**config.mk**
```make
export PLATFORM = sky130hd
export DESIGN_NAME = pipelined_add_sub
export DESIGN_NICKNAME = d
export VERILOG_FILES = /design/src/rtl/pipelined_add_sub.sv
export SDC_FILE = /design/constraint.sdc
export NUM_CORES = 1
export LEC_CHECK = 0
export ABC_AREA = 0
export BUFFER_PORTS_ARGS = -buffer_cell sky130_fd_sc_hd__buf_2
export CAP_MARGIN = 20
export CORE_ASPECT_RATIO = 2
export CORE_MARGIN = 2
export CORE_UTILIZATION = 45
export DETAILED_ROUTE_END_ITERATION = 8
export PLACE_DENSITY_LB_ADDON = 0.15
export SYNTH_ARGS = -nofsm -noshare
export SYNTH_HDL_FRONTEND = slang
export SYNTH_SLANG_ARGS = --single-unit
```
**constraint.sdc**
```tcl
create_clock -name CLK -period 6.9 [get_ports CLK]
set_input_delay 1.38 -clock CLK [delete_from_list [all_inputs] [get_ports CLK]]
set_output_delay 1.38 -clock CLK [all_outputs]
set_load 0.01 [all_outputs]
```
**src/rtl/pipelined_add_sub.sv**
```systemverilog
// ============================================================================
// Module   : pipelined_add_sub
// Brief    : Segmented pipelined adder/subtractor, one SEG-bit ripple per stage
// Revision : 1.0 - initial release
// ============================================================================
`default_nettype none

module pipelined_add_sub #(
  parameter int WIDTH = 16,
  parameter int SEG   = 4
) (
  input  logic             CLK,
  input  logic             RST,
  input  logic             in_valid,
  output logic             in_ready,
  input  logic [WIDTH-1:0] A,
  input  logic [WIDTH-1:0] B,
  input  logic             sub,
  output logic             out_valid,
  input  logic             out_ready,
  output logic [WIDTH-1:0] S,
  output logic             cout,
  output logic             ovf
);

  localparam int STAGES = WIDTH / SEG;

  logic w_stall;
  logic w_adv;

  assign w_stall  = out_valid && !out_ready;
  assign w_adv    = !w_stall;
  assign in_ready = w_adv;

  // Operand capture: B is inverted here so the ripple stages only ever add.
  logic             r_in_v;
  logic             r_in_c;
  logic [WIDTH-1:0] r_in_a;
  logic [WIDTH-1:0] r_in_b;

  always_ff @(posedge CLK or posedge RST) begin
    if (RST) begin
      r_in_v <= 1'b0;
      r_in_c <= 1'b0;
      r_in_a <= '0;
      r_in_b <= '0;
    end else if (w_adv) begin
      r_in_v <= in_valid;
      r_in_c <= sub;
      r_in_a <= A;
      r_in_b <= B ^ {WIDTH{sub}};
    end
  end

  for (genvar k = 0; k < STAGES; k++) begin : g_stage
    localparam int LO  = k * SEG;
    localparam int REM = WIDTH - LO;

    logic              w_v;
    logic              w_c;
    logic [REM-1:0]    w_a;
    logic [REM-1:0]    w_b;
    logic [SEG:0]      w_sum;
    logic [LO+SEG-1:0] w_s;

    logic              r_v;
    logic              r_c;
    logic [LO+SEG-1:0] r_s;

    if (k == 0) begin : g_head
      assign w_v = r_in_v;
      assign w_c = r_in_c;
      assign w_a = r_in_a;
      assign w_b = r_in_b;
      assign w_s = w_sum[SEG-1:0];
    end else begin : g_body
      assign w_v = g_stage[k-1].r_v;
      assign w_c = g_stage[k-1].r_c;
      assign w_a = g_stage[k-1].g_fwd.r_a;
      assign w_b = g_stage[k-1].g_fwd.r_b;
      assign w_s = {w_sum[SEG-1:0], g_stage[k-1].r_s};
    end

    assign w_sum = {1'b0, w_a[SEG-1:0]} + {1'b0, w_b[SEG-1:0]} + {{SEG{1'b0}}, w_c};

    always_ff @(posedge CLK or posedge RST) begin
      if (RST) begin
        r_v <= 1'b0;
        r_c <= 1'b0;
        r_s <= '0;
      end else if (w_adv) begin
        r_v <= w_v;
        r_c <= w_sum[SEG];
        r_s <= w_s;
      end
    end

    if (k < STAGES - 1) begin : g_fwd
      logic [REM-SEG-1:0] r_a;
      logic [REM-SEG-1:0] r_b;

      always_ff @(posedge CLK or posedge RST) begin
        if (RST) begin
          r_a <= '0;
          r_b <= '0;
        end else if (w_adv) begin
          r_a <= w_a[REM-1:SEG];
          r_b <= w_b[REM-1:SEG];
        end
      end
    end else begin : g_last
      logic r_ovf;

      // Carry into the MSB is recovered as a^b^s at that bit.
      always_ff @(posedge CLK or posedge RST) begin
        if (RST) begin
          r_ovf <= 1'b0;
        end else if (w_adv) begin
          r_ovf <= w_a[REM-1] ^ w_b[REM-1] ^ w_sum[SEG-1] ^ w_sum[SEG];
        end
      end
    end
  end

  assign out_valid = g_stage[STAGES-1].r_v;
  assign S         = g_stage[STAGES-1].r_s;
  assign cout      = g_stage[STAGES-1].r_c;
  assign ovf       = g_stage[STAGES-1].g_last.r_ovf;

endmodule

`default_nettype wire

```
==> results.json <==
{
  "p_leak_uw": 0.003451,
  "grt_antenna_before_repair": 0,
  "syn2layout_area_growth_pct": 17.38,
  "tightest_slew_ns": 0.7380,
  "die_w_um": 82.78,
  "cts_inserted_buffers": 17,
  "crit_type": "primary input to output port",
  "rows": 57,
  "drt-initial-drc-count": 182,
  "clock.fmax_ghz": 0.2625,
  "irDropWorstVdd_uv": 292.2,
  "worstPathMaxFanout": 64,
  "setup_violations": 0,
  "synth_nets": 649,
  "grt_usage_pct": 17.48,
  "wirelength_um": 10220,
  "period_needed_ns": 3.810,
  "dp_hpwl_um": 6716,
  "clk_pin_slew_ns": 0.06,
  "cellPowerDensity_nw_per_um2": 496.1,
  "met1_usage_pct": 19.87,
  "cts_hold_buf": 0,
  "drv_slew": 0,
  "postCtsSetupBuffers": 0,
  "relSlewSlack_pct": 50.80,
  "finalCritPeriodShare_pct": 55.22,
  "hold_path_class": "flip-flop to flip-flop",
  "syn_avg_cell_area_um2": 9.435,
  "netlist_area_um2": 5585,
  "mostFrequentLayoutCells": "314 x nand2_1, 131 x dfrtp_1, 56 x buf_2, 27 x o21ai_0, 18 x xnor2_1",
  "gr-usage-met3_pct": 4.022,
  "htreeDepth": 4,
  "die_y_um": 161.6,
  "coreArea_um2": 12120,
  "vias": 3843,
  "drc_errors": 0,
  "clkSinkCount": 131,
  "viasPerCell": 4.792,
  "ys_types": 21,
  "gr-usage-met2_pct": 30.57,
  "num_antenna_cells": 0,
  "grt_pass1_vias": 3911,
  "setup_tns_ns": 0,
  "skew_ns": 0.01317,
  "wire_per_inst_um": 12.74,
  "fin_nets": 699,
  "start_util_pct": 46.07,
  "status": "completed",
  "dieArea_um2": 13370,
  "dr.pass1.iters": 4,
  "layout_commonest_cell": "nand2_1",
  "yosysWarnings": 0,
  "nFillCells": 1169,
  "gp_congestion": 0.7307,
  "cts_resized": 0,
  "io-pin-count": 57,
  "cts_tree": "built",
  "post-place-ws_ns": 3.089,
  "clockBufferDepth": 2,
  "insertion_delay_ns": 0.41,
  "synth-seq-cells": 131,
  "syn-instance-count": 592,
  "hold_viol_final": 0,
  "ant_nets": 0,
  "final.setup.worst_slack_ns": 3.090,
  "worst_setup_path_start_kind": "primary input",
  "cp.arrival_ns": 2.43,
  "end_kind": "output port",
  "rsz0062_at_grt": "false",
  "grt_busiest_layer": "met2",
  "cap_violations": 0,
  "io_buffers": 56,
  "grt_pass1_wl_um": 17800,
  "drive_gt1_share_pct": 14.96,
  "cts-root-buf": "clkbuf_16",
  "grt_max_degree": 121,
  "cp_data_required_time_ns": 5.52,
  "yosysSeqAreaShare_pct": 58.69,
  "overflow": 0
}
worst max-delay path, cell delays in order:
cell and delay [ns]:
buf_2 0.12, nor2b_4 0.09, buf_4 0.51, clkinv_2 0.12, buf_2 0.17
layer usage:
layer | part of all wire, % | routed length (um)
met5 | 0 | 0
met2 | 55 | 5641
met4 | 2.0 | 206
met3 | 3.1 | 314
met1 | 40 | 4057
synth_stat cells, drive strengths merged:
cell	n	share of area, %
ha	12	2.7
inv	9	0.60
a21oi	14	1.3
nor2	10	0.67
dfrtp	131	59
nand2b	1	0.11
a21o	6	0.81
buf	30	4.2
xnor2	18	2.8
nor2b	3	0.47
o21ai	29	2.7
clkbuf	1	0.090
nand2	314	21
fa	8	2.9
xor2	6	0.94
state kept, by name (all words and copies together) (netlist names):
name and count:
cout 1, g_stage.r_v 3, S 16, g_stage.w_c 1, g_stage.w_a 16, g_stage.r_s 24, g_stage.w_b 16, out_valid 1
ovf 1, g_stage.g_fwd.r_a 24, g_stage.g_fwd.r_b 24, g_stage.w_v 1, g_stage.r_c 3
cells by family (layout without fill, tap and decap cells):
kind of cell             Yosys count  in the layout  synth area share [%]
buffers and inverters             40            103                 4.906
AO/OA/AOI/OAI                     49             49                 4.727
adder cells (fa/ha/maj)           20             20                 5.555
AND/OR/NAND/NOR                  328            328                 22.36
XOR/XNOR                          24             24                 3.763
flip-flops                       131            131                 58.69
stage by stage:
stage                     power, uW  hold WS, ns  util (%)  instance area, um2  cells
after floorplan                2030       0.4300         -                5585    592
after global placement         2217       0.4395     48.26                5851    769
after detailed placement       2262       0.4504     48.26                5851    769
after CTS                      3294       0.4638     53.85                6529    801
after global routing           3521       0.4821     54.08                6556    802
final                          3252       0.4580     54.08                6556    802
where the power goes:
group	switching (uW)	leakage [uW]	internal, uW
Sequential	197	0.00159	1110
Clock	322	0.000330	682
Combinational	545	0.00153	392
final timing paths:
check,slack [ns],start,cells past startpoint,to
max in group asynchronous,4.86,RST,3,g_stage[0].w_b[9]
worst max register to register,4.77,out_valid,4,g_stage[0].r_s[3]
worst max-delay path,3.09,out_ready,5,in_ready
worst min register to register,0.46,S[5],2,S[5]
min in group asynchronous,1.04,RST,2,g_stage[2].r_v
worst min-delay path,0.46,S[5],2,S[5]
layout make-up:
class / instances / area [um2] / share of cell area, %
flip-flops and latches: 131 / 3278 / 50.00
multi-input cells: 421 / 2033 / 31.01
clock buffers: 21 / 480.5 / 7.328
repair buffers: 62 / 345.3 / 5.267
clock inverters: 11 / 197.7 / 3.015
well taps: 147 / 183.9 / 2.805
inverters: 9 / 37.54 / 0.5725
Note: power is estimated with default switching activity, not from simulation.
